File: src/rtl/tlk2711_rx_cmd_if.sv
// DMA write-command handshake between the TLK2711 receive command generator
// and the DMA engine; the master issues commands, the slave accepts them.
interface tlk2711_rx_cmd_if #(
    parameter int ADDR_WIDTH = 32,
    parameter int DLEN_WIDTH = 16
);
    logic                             o_wr_cmd_req;
    logic                             i_wr_cmd_ack;
    logic [ADDR_WIDTH+DLEN_WIDTH-1:0] o_wr_cmd_data;
    logic                             i_dma_wr_last;

    modport master (
        output o_wr_cmd_req,
        output o_wr_cmd_data,
        input  i_wr_cmd_ack,
        input  i_dma_wr_last
    );

    modport slave (
        input  o_wr_cmd_req,
        input  o_wr_cmd_data,
        output i_wr_cmd_ack,
        output i_dma_wr_last
    );
endinterface

File: src/rtl/tlk2711_rx_cmd.sv
// Turns completed TLK2711 receive frames into DMA write commands at consecutive addresses.
// Define TLK2711_RX_RING_WRAP_EN to restart at the base address after the last frame.
module tlk2711_rx_cmd #(
    parameter int ADDR_WIDTH = 32,
    parameter int DLEN_WIDTH = 16,
    parameter int FIFO_DEPTH = 4
) (
    input  logic                  clk,
    input  logic                  rst_n,
    input  logic                  i_soft_rst,
    input  logic                  i_rx_start,
    input  logic [ADDR_WIDTH-1:0] i_rx_base_addr,
    input  logic [15:0]           i_rx_frame_num,
    input  logic                  i_rx_frame_valid,
    input  logic [15:0]           i_rx_frame_len,
    tlk2711_rx_cmd_if.master      wr_if,
    output logic [15:0]           o_rx_frame_cnt,
    output logic                  o_rx_done,
    output logic                  o_overflow
);

    // FIFO_DEPTH must be a power of two (>= 2) so the pointers wrap on their own.
    localparam int PTR_W = $clog2(FIFO_DEPTH);
    localparam int CNT_W = PTR_W + 1;

    typedef enum logic [1:0] {
        ST_IDLE,
        ST_ISSUE,
        ST_WAIT,
        ST_DONE
    } state_e;

    state_e                           state_q, state_d;
    logic                             rx_start_q, rx_start_d;
    logic                             start_pulse_q, start_pulse_d;
    logic [ADDR_WIDTH-1:0]            addr_q, addr_d;
    logic [15:0]                      frame_cnt_q, frame_cnt_d;
    logic                             done_q, done_d;
    logic                             overflow_q, overflow_d;
    logic                             req_q, req_d;
    logic [ADDR_WIDTH+DLEN_WIDTH-1:0] data_q, data_d;
    logic [DLEN_WIDTH-1:0]            cmd_len_q, cmd_len_d;
    logic [PTR_W-1:0]                 wr_ptr_q, wr_ptr_d;
    logic [PTR_W-1:0]                 rd_ptr_q, rd_ptr_d;
    logic [CNT_W-1:0]                 fifo_cnt_q, fifo_cnt_d;
    logic [DLEN_WIDTH-1:0]            fifo_mem [FIFO_DEPTH];

    logic                             flush;
    logic                             push_req;
    logic                             push_en;
    logic                             pop_en;
    logic                             fifo_full;
    logic [16:0]                      len_rnd;
    logic [DLEN_WIDTH-1:0]            head_len;
    logic [15:0]                      num_eff;

    assign flush     = i_soft_rst || start_pulse_q;
    assign fifo_full = (fifo_cnt_q == CNT_W'(FIFO_DEPTH));
    assign head_len  = fifo_mem[rd_ptr_q];
    assign num_eff   = (i_rx_frame_num == 16'd0) ? 16'd1 : i_rx_frame_num;
    // Round up to the next 8-byte multiple; 17 bits so 0xFFF9..0xFFFF cannot wrap.
    assign len_rnd   = {1'b0, i_rx_frame_len & 16'hFFF8}
                     + {13'd0, |i_rx_frame_len[2:0], 3'b000};

    assign push_req  = i_rx_frame_valid && (i_rx_frame_len != 16'd0);
    assign push_en   = push_req && !flush && !fifo_full && (state_q != ST_DONE);
    assign pop_en    = (state_q == ST_ISSUE) && req_q && wr_if.i_wr_cmd_ack && !flush;

    // NOTE: every variable gets its default before the case so no path infers a latch.
    always_comb begin
        state_d       = state_q;
        rx_start_d    = i_rx_start;
        start_pulse_d = i_rx_start && !rx_start_q;
        addr_d        = addr_q;
        frame_cnt_d   = frame_cnt_q;
`ifdef TLK2711_RX_RING_WRAP_EN
        done_d        = 1'b0;
`else
        done_d        = done_q;
`endif
        overflow_d    = overflow_q;
        req_d         = req_q;
        data_d        = data_q;
        cmd_len_d     = cmd_len_q;
        wr_ptr_d      = wr_ptr_q + PTR_W'(push_en);
        rd_ptr_d      = rd_ptr_q + PTR_W'(pop_en);
        fifo_cnt_d    = fifo_cnt_q + CNT_W'(push_en) - CNT_W'(pop_en);

        if (push_req && !push_en && !flush) begin
            overflow_d = 1'b1;
        end

        unique case (state_q)
            ST_IDLE: begin
                if (fifo_cnt_q != '0) begin
                    state_d = ST_ISSUE;
                end
            end
            ST_ISSUE: begin
                // First ISSUE cycle latches the command; it then stays frozen until ack.
                if (!req_q) begin
                    req_d     = 1'b1;
                    data_d    = {addr_q, head_len};
                    cmd_len_d = head_len;
                end else if (wr_if.i_wr_cmd_ack) begin
                    req_d   = 1'b0;
                    state_d = ST_WAIT;
                end
            end
            ST_WAIT: begin
                if (wr_if.i_dma_wr_last) begin
                    addr_d      = addr_q + ADDR_WIDTH'(cmd_len_q);
                    frame_cnt_d = frame_cnt_q + 16'd1;
                    state_d     = ST_IDLE;
                    if (frame_cnt_d >= num_eff) begin
                        done_d = 1'b1;
`ifdef TLK2711_RX_RING_WRAP_EN
                        addr_d      = i_rx_base_addr;
                        frame_cnt_d = 16'd0;
`else
                        state_d = ST_DONE;
`endif
                    end
                end
            end
            ST_DONE: begin
                state_d = ST_DONE;
            end
            default: begin
                state_d = ST_IDLE;
            end
        endcase

        // Soft reset and a fresh start pulse override everything above.
        if (flush) begin
            state_d     = ST_IDLE;
            addr_d      = i_rx_base_addr;
            frame_cnt_d = 16'd0;
            done_d      = 1'b0;
            overflow_d  = 1'b0;
            req_d       = 1'b0;
            wr_ptr_d    = '0;
            rd_ptr_d    = '0;
            fifo_cnt_d  = '0;
        end
    end

    always_ff @(posedge clk) begin
        if (!rst_n) begin
            state_q       <= ST_IDLE;
            rx_start_q    <= 1'b0;
            start_pulse_q <= 1'b0;
            addr_q        <= '0;
            frame_cnt_q   <= 16'd0;
            done_q        <= 1'b0;
            overflow_q    <= 1'b0;
            req_q         <= 1'b0;
            data_q        <= '0;
            cmd_len_q     <= '0;
            wr_ptr_q      <= '0;
            rd_ptr_q      <= '0;
            fifo_cnt_q    <= '0;
        end else begin
            state_q       <= state_d;
            rx_start_q    <= rx_start_d;
            start_pulse_q <= start_pulse_d;
            addr_q        <= addr_d;
            frame_cnt_q   <= frame_cnt_d;
            done_q        <= done_d;
            overflow_q    <= overflow_d;
            req_q         <= req_d;
            data_q        <= data_d;
            cmd_len_q     <= cmd_len_d;
            wr_ptr_q      <= wr_ptr_d;
            rd_ptr_q      <= rd_ptr_d;
            fifo_cnt_q    <= fifo_cnt_d;
        end
    end

    // NOTE: storage is not reset; entries are only read after being written behind the pointers.
    always_ff @(posedge clk) begin
        if (push_en) begin
            fifo_mem[wr_ptr_q] <= len_rnd[DLEN_WIDTH-1:0];
        end
    end

    assign wr_if.o_wr_cmd_req  = req_q;
    assign wr_if.o_wr_cmd_data = data_q;
    assign o_rx_frame_cnt      = frame_cnt_q;
    assign o_rx_done           = done_q;
    assign o_overflow          = overflow_q;

endmodule

File: src/flat_wrapper.sv
// flat-port wrapper written by rule: the top's interface ports become plain ports
module tlk2711_rx_cmd_flat 
#(
    parameter int ADDR_WIDTH = 32,
    parameter int DLEN_WIDTH = 16,
    parameter int FIFO_DEPTH = 4
)
  (clk, rst_n, i_soft_rst, i_rx_start, i_rx_base_addr, i_rx_frame_num, i_rx_frame_valid, i_rx_frame_len, o_rx_frame_cnt, o_rx_done, o_overflow, wr_if_o_wr_cmd_req, wr_if_o_wr_cmd_data, wr_if_i_wr_cmd_ack, wr_if_i_dma_wr_last);
  tlk2711_rx_cmd_if #(.ADDR_WIDTH(ADDR_WIDTH), .DLEN_WIDTH(DLEN_WIDTH)) wr_if_i ();
  input  logic clk;
  input  logic rst_n;
  input  logic i_soft_rst;
  input  logic i_rx_start;
  input  logic [ADDR_WIDTH-1:0] i_rx_base_addr;
  input  logic [15:0] i_rx_frame_num;
  input  logic i_rx_frame_valid;
  input  logic [15:0] i_rx_frame_len;
  output logic [15:0] o_rx_frame_cnt;
  output logic o_rx_done;
  output logic o_overflow;
  output wire logic [$bits(wr_if_i.o_wr_cmd_req)-1:0] wr_if_o_wr_cmd_req;
  output wire logic [$bits(wr_if_i.o_wr_cmd_data)-1:0] wr_if_o_wr_cmd_data;
  input wire logic [$bits(wr_if_i.i_wr_cmd_ack)-1:0] wr_if_i_wr_cmd_ack;
  input wire logic [$bits(wr_if_i.i_dma_wr_last)-1:0] wr_if_i_dma_wr_last;
  assign wr_if_o_wr_cmd_req = wr_if_i.o_wr_cmd_req;
  assign wr_if_o_wr_cmd_data = wr_if_i.o_wr_cmd_data;
  assign wr_if_i.i_wr_cmd_ack = wr_if_i_wr_cmd_ack;
  assign wr_if_i.i_dma_wr_last = wr_if_i_dma_wr_last;
  tlk2711_rx_cmd #(.ADDR_WIDTH(ADDR_WIDTH), .DLEN_WIDTH(DLEN_WIDTH), .FIFO_DEPTH(FIFO_DEPTH)) u_core (.clk(clk), .rst_n(rst_n), .i_soft_rst(i_soft_rst), .i_rx_start(i_rx_start), .i_rx_base_addr(i_rx_base_addr), .i_rx_frame_num(i_rx_frame_num), .i_rx_frame_valid(i_rx_frame_valid), .i_rx_frame_len(i_rx_frame_len), .wr_if(wr_if_i), .o_rx_frame_cnt(o_rx_frame_cnt), .o_rx_done(o_rx_done), .o_overflow(o_overflow));
endmodule
File: config.mk
export PLATFORM = sky130hd
export DESIGN_NAME = tlk2711_rx_cmd_flat
export DESIGN_NICKNAME = d
export VERILOG_FILES = /design/src/rtl/tlk2711_rx_cmd_if.sv /design/src/rtl/tlk2711_rx_cmd.sv /design/src/flat_wrapper.sv
export SDC_FILE = /design/constraint.sdc
export NUM_CORES = 1
export LEC_CHECK = 0
export BUFFER_PORTS_ARGS = -buffer_cell sky130_fd_sc_hd__buf_2
export CAP_MARGIN = 20
export CORE_UTILIZATION = 23
export DETAILED_ROUTE_END_ITERATION = 12
export GPL_TIMING_DRIVEN = 0
export PLACE_DENSITY_LB_ADDON = 0.3
export SLEW_MARGIN = 20
export SYNTH_ARGS = -nofsm -noshare
export SYNTH_HDL_FRONTEND = slang
export SYNTH_SLANG_ARGS = --single-unit
export TNS_END_PERCENT = 100
File: constraint.sdc
create_clock -name clk -period 6 [get_ports clk]
set_clock_uncertainty 0.15 [all_clocks]
set_input_delay 0.9 -clock clk [delete_from_list [all_inputs] [get_ports clk]]
set_output_delay 0.9 -clock clk [all_outputs]
set_load 0.05 [all_outputs]
Yosys cells after proc, flatten, opt, wreduce, memory -nomap -nowiden
Memories as Yosys holds them, arrays and structs flattened. A register that Yosys moved wholly into a read port is not among the register bits.
Index checks and enable logic that the tools add are counted.
Widths: inputs -> output; s select.
- $add $sub $neg: 7
- order comparisons: 1
- equality and inequality tests: 9
- mux-type cells: 15
- bitwise operators: 2
- reductions and logical operators: 28
- operators by type and width (cell ; number):
    $mux 32 ; 3
    $add 32x16->32 ; 1
    $add 16x1->16 const B ; 1
    $add 16x4->16 ; 1
    $ge 16x16->1 ; 1
    $logic_not 16->1 ; 1
    $mux 16 ; 1
    $reduce_bool 16->1 ; 1
    $mux 2 ; 6
    $logic_and 1x1->1 ; 10
    $pmux 2 s4 ; 1
    $ne 2x2->1 const B ; 3
    $reduce_and 2->1 ; 3
    $add 2x1->2 ; 2
    $eq 2x2->1 const B ; 2
    $logic_not 1->1 ; 4
    $mux 1 ; 4
    $ne 2x1->1 const B ; 2
    $reduce_and 4->1 ; 1
    $reduce_bool 2->1 ; 2
    $add 3x1->3 ; 1
    $eq 3x3->1 const B ; 1
    $reduce_and 3->1 ; 1
    $reduce_bool 3->1 ; 1
    other kinds (7) ; 8
- register bits: 126
- bits in writable memories: 64
- output and inout port bits: 67
- memories: 1
- memories (memory ; words ; bits a word ; rd ports ; clocked after Yosys merged registers in ; wr ports ; line ; text):
    u_core.fifo_mem ; 4 ; 16 ; 1 ; 1 ; 1 ; tlk2711_rx_cmd.sv:46 ; logic [DLEN_WIDTH-1:0] fifo_mem [FIFO_DEPTH];

Longest topological paths before layout
- depth after elaboration: 8
- gate-level depth with buffers: 13

Worst setup path before layout
Ideal clock, no wire load.
- path kind: register to register
- start point: register u_core.frame_cnt_q[0], in the netlist u_core.o_rx_frame_cnt[0]
- end point: register u_core.state_q[0]
- setup time: 0.116 ns
- data arrival time: 2.988 ns
- data required time: 5.734 ns
- setup slack: 2.746 ns
- cell stages (with the launch flop): 12
- path buffers: 0
- clock period less this slack: 3.254 ns
- cell sequence: dfxtp_1 ha_1 nand3_1 nor2_1 nand3_1 xnor2_1 ha_1 a21o_1 a211o_1 o21ai_0 a31oi_1 o211a_1
- word-level cells in the longest chain between the ends: 5
- ends and longest elaborated chain (what ; line ; text):
    start: declaration ; tlk2711_rx_cmd.sv:37 ; logic [15:0] frame_cnt_q, frame_cnt_d;
    start signal: assignment ; tlk2711_rx_cmd.sv:168 ; frame_cnt_q <= frame_cnt_d;
    $add 16x1->16 ; tlk2711_rx_cmd.sv:113 ; frame_cnt_d = frame_cnt_q + 16'd1;
    $ge 16x16->1 ; tlk2711_rx_cmd.sv:115 ; if (frame_cnt_d >= num_eff) begin
    $mux 2 ; tlk2711_rx_cmd.sv:115 ;
    $mux 2 ; tlk2711_rx_cmd.sv:111 ; if (wr_if.i_dma_wr_last) begin
    $pmux 2 s4 ; tlk2711_rx_cmd.sv:93 ; unique case (state_q)
    end signal: assignment ; tlk2711_rx_cmd.sv:164 ; state_q <= state_d;
    end: declaration ; tlk2711_rx_cmd.sv:33 ; state_e state_q, state_d;
No other way between the ends. The select of a mux whose other input is x is not followed.
A chain may end at the register's enable or synchronous reset.

Worst setup path after layout
- start point: input port i_soft_rst
- end point: register u_core.fifo_cnt_q[2]
- word-level cells in the longest chain between the ends: 7
- ends and longest elaborated chain (what ; line ; text):
    start: declaration ; flat_wrapper.sv:12 ; input logic i_soft_rst;
    $logic_or 1x1->1 * ; tlk2711_rx_cmd.sv:57 ; assign flush = i_soft_rst || start_pulse_q;
    $logic_not 1->1 ; tlk2711_rx_cmd.sv:66, tlk2711_rx_cmd.sv:67 ;
    $logic_and 1x1->1 (3 in series) ; tlk2711_rx_cmd.sv:66 ; assign push_en = push_req && !flush && !fifo_full && (state_q != ST_DONE);
    $add 3x1->3 ; tlk2711_rx_cmd.sv:87 ; fifo_cnt_d = fifo_cnt_q + CNT_W'(push_en) - CNT_W'(pop_en);
    $sub 3x1->3 ; tlk2711_rx_cmd.sv:87 ;
    end signal: assignment ; tlk2711_rx_cmd.sv:176 ; fifo_cnt_q <= fifo_cnt_d;
    end: declaration ; tlk2711_rx_cmd.sv:45 ; logic [CNT_W-1:0] fifo_cnt_q, fifo_cnt_d;
Mark *: on every way between the ends. The rest lies on a longest branch, timed or not.

==> flow_summary.yaml <==
logic_synthesis:
  yosysSeqAreaShare_pct: 46.7
  synthArstFlopShare_pct: 0
  syn_avg_cell_area_sq_um: 9.41
  synth-seq-cells: 159
  synth_area_sq_mm: 0.00794
  synth_cell_type_count: 69
  synth_adder_area_share_pct: 6.18
  synth-xor-area-share_pct: 6.18
  synth_area_leaders: "dfxtp_1 (27%), edfxtp_1 (20%), nand2_1 (7.0%)"
  ys.warnings.count: 0
  synthMuxAreaShare_pct: 4.01
  synth_ff_type: "dfxtp_1"
  synth_top_family_by_area: "simple AND/OR/NAND/NOR gates"
  synth_top_area_share_pct: 27.0
  synth_compound_area_share_pct: 15.4
  synth_edf_count: 52
  synth-simple-area-share_pct: 17.8
  syn_inst: 843
  yosysTopAreaCell: "dfxtp_1"
clocking:
  h-tree-depth: 4
  cts_resized: 0
  clk_latency_ns: 0.43
  clk_path_buf_depth: 2
  cts.sinks: 159
  cts_hold_buf: 0
  cts-root-buf: "clkbuf_16"
  clk_pin_slew_ns: 0.07
  cts_setup_buffers: 0
  cts_tree: "done"
  cts_made_buffers: 17
floorplanning:
  start_util_pct: 23.5
  die_w_um: 188
  fp.dieH_um: 188
  fp.dieArea_sq_mm: 0.0352
  core-area_sq_mm: 0.0337
  rows: 67
  ios: 138
setup_path:
  cp_max_fo: 10
  arrival_ns: 3.65
  worst_path_max_delay_cell: "buf_1"
  max_stage_delay_ns: 0.43
  critPathKind: "in2reg"
  cp_cell_sequence: "buf_2 > or2_2 > clkbuf_1 > buf_1 > nor3_1 > ha_1 > inv_1 > ha_1 > inv_1 > fa_1 > xor2_1 > xnor2_1 > nor2_1"
  cp.required_ns: 6.15
  cp-start-kind: "primary input"
  end_kind: "register"
layout:
  layout-drive-gt1-share_pct: 20.1
  syn_to_final_growth_pct: 23.5
  final_area_sq_mm: 0.00980
  fin_nets: 1107
power:
  power.density_mw_per_mm2: 249
  power_mw: 2.44
  vdd_ir_drop_max_mv: 0.211
  p_leak_nw: 3.79
placement:
  place_worst_setup_slack_ns: 2.02
  globalplace.congestion: 0.881
  post_dp_cell_area_sq_mm: 0.00919
  dp_hpwl_mm: 19.0
  port_buffers: 133
sta:
  slew_headroom_pct: 47.0
  whs_ns: 0.243
  period_needed_ns: 3.50
  tightest_slew_ns: 0.795
  setup-violations-final: 0
  post-route-period-util_pct: 58.3
  hold_viol_final: 0
  fmax_mhz: 286
  rsz0062_at_grt: "no"
  setup_slack_ns: 2.50
  drv_slew: 0
  fin_setup_tns_ns: 0
route:
  avgRoutedWirePerCell_um: 16.9
  first_pass_iters: 7
  route.detailed.drc: 0
  wl_mm: 24.7
  drtIter0Drc: 434
  drtAntennaViolNets: 0
  vias: 6720
  viasPerCell: 4.60
global_routing:
  grt_pass1_wl_mm: 38.5
  track_usage_pct: 14.3
  overflow: 0
  grt_pass1_vias: 6607
  grt_max_degree: 17
  antenna_found_initial: 4
outcome:
  status: "complete, no violations"
run:
  cap_viol_max_count: 0
min_path:
  hp-class: "reg2reg"
-- cells in the final DEF, fill, tap and decap left out, drive strengths merged, types with 3 or more instances in the layout --
master,netlist,layout
nand2,149,149
buf,13,147
dfxtp,107,107
a21oi,94,94
nor2,53,53
edfxtp,52,52
clkbuf,30,51
o21ai,38,38
xnor2,37,37
ha,36,36
inv,30,34
nand3,31,31
xor2,19,19
mux4,13,13
and3,12,12
nor3,11,11
nand4,9,9
a21o,9,9
a31oi,9,9
a311oi,8,8
or3,7,7
nor4,7,7
a211oi,7,7
nor2b,6,6
and2,4,4
o21a,4,4
clkinv,0,4
a2111oi,4,4
diode,0,3
and4,3,3
nor3b,3,3
o211ai,3,3
conb,1,3
-- registers in the layout (all words and copies together), names as in the netlist --
register,cells
u_core.wr_if.o_wr_cmd_req,1
u_core.fifo_mem,52
u_core.fifo_cnt_q,3
u_core.rd_ptr_q,2
u_core.o_rx_frame_cnt,16
u_core.o_overflow,1
u_core.addr_q,32
u_core.wr_ptr_q,2
u_core.start_pulse_q,1
u_core.cmd_len_q,12
u_core.wr_if.o_wr_cmd_data,33
u_core.rx_start_q,1
u_core.state_q,2
u_core.o_rx_done,1
-- per-layer routing --
metal | vias up | share of wire, % | global-route usage [%] | wire length [um]
li1 | 3316 | - | - | -
met1 | 3219 | 46 | 18.5 | 11400
met2 | 151 | 47 | 23.2 | 11500
met3 | 32 | 4.3 | 2.81 | 1070
met4 | 2 | 2.6 | 5.94 | 629
met5 | - | 0.053 | 0 | 13
-- where the power goes --
| group | switching [mW] | leakage (nW) | internal, mW |
|---|---|---|---|
| clock network | 0.454 | 0.298 | 0.644 |
| registers | 0.0225 | 1.34 | 1.14 |
| logic | 0.115 | 2.15 | 0.0675 |
-- path summary, 6_finish.rpt --
kind	startpoint	endpoint	slack, ns	cells past startpoint
hold reg to reg	u_core.rx_start_q$_SDFF_PN0_	u_core.start_pulse_q$_SDFF_PN0_	0.24	1
hold / removal	u_core.rx_start_q$_SDFF_PN0_	u_core.start_pulse_q$_SDFF_PN0_	0.24	1
setup / recovery	i_soft_rst	u_core.fifo_cnt_q[2]$_SDFF_PP0_	2.50	13
setup reg to reg	u_core.o_rx_frame_cnt[0]$_SDFFE_PP0P_	u_core.state_q[0]$_SDFFE_PP0P_	2.58	11
-- cell type report --
cell class                      instances  area (sq um)
Multi-Input combinational cell        613          3950
Tap cell                              448           561
Buffer                                 43           186
Timing Repair Buffer                  134           677
Fill cell                            3615         23900
Inverter                               30           113
Clock inverter                         11          98.8
Clock buffer                           21           503
Sequential cell                       159          3700
Antenna cell                            3          7.51
-- metrics by stage --
stage | utilization (%) | cells
after floorplan | - | 845
after global placement | 27.2 | 1426
after detailed placement | 27.3 | 1427
after CTS | 29.0 | 1459
after global routing | 29.1 | 1462
final | 29.1 | 1462
-- cell families after synthesis --
family          count (synthesis)
compound gates                195
xor+xnor                       56
fa+ha+maj                      38
buf+inv                        73
flops                         159
mux                            15
other cells                     1
simple gates                  306
-- critical path: cells and delay by family --
| kind | cells | cell delay (ns) |
|---|---|---|
| buffers and inverters | 5 | 0.90 |
| adder cells (fa/ha/maj) | 3 | 0.79 |
| AND/OR/NAND/NOR | 3 | 0.76 |
| XOR/XNOR | 2 | 0.31 |
-- cells in the mapped netlist (5+ instances only) --
cell type,number
a211oi_1,7
a21o_1,9
a21oi_1,94
a311oi_1,7
a31oi_1,8
and3_1,11
buf_2,5
clkbuf_1,30
dfxtp_1,107
edfxtp_1,52
ha_1,36
inv_1,29
mux4_2,13
nand2_1,148
nand3_1,31
nand4_1,9
nor2_1,52
nor2b_1,6
nor3_1,11
nor4_1,7
o21ai_0,36
or3_1,7
xnor2_1,37
xor2_1,19
(Power assumes the default switching activity.)
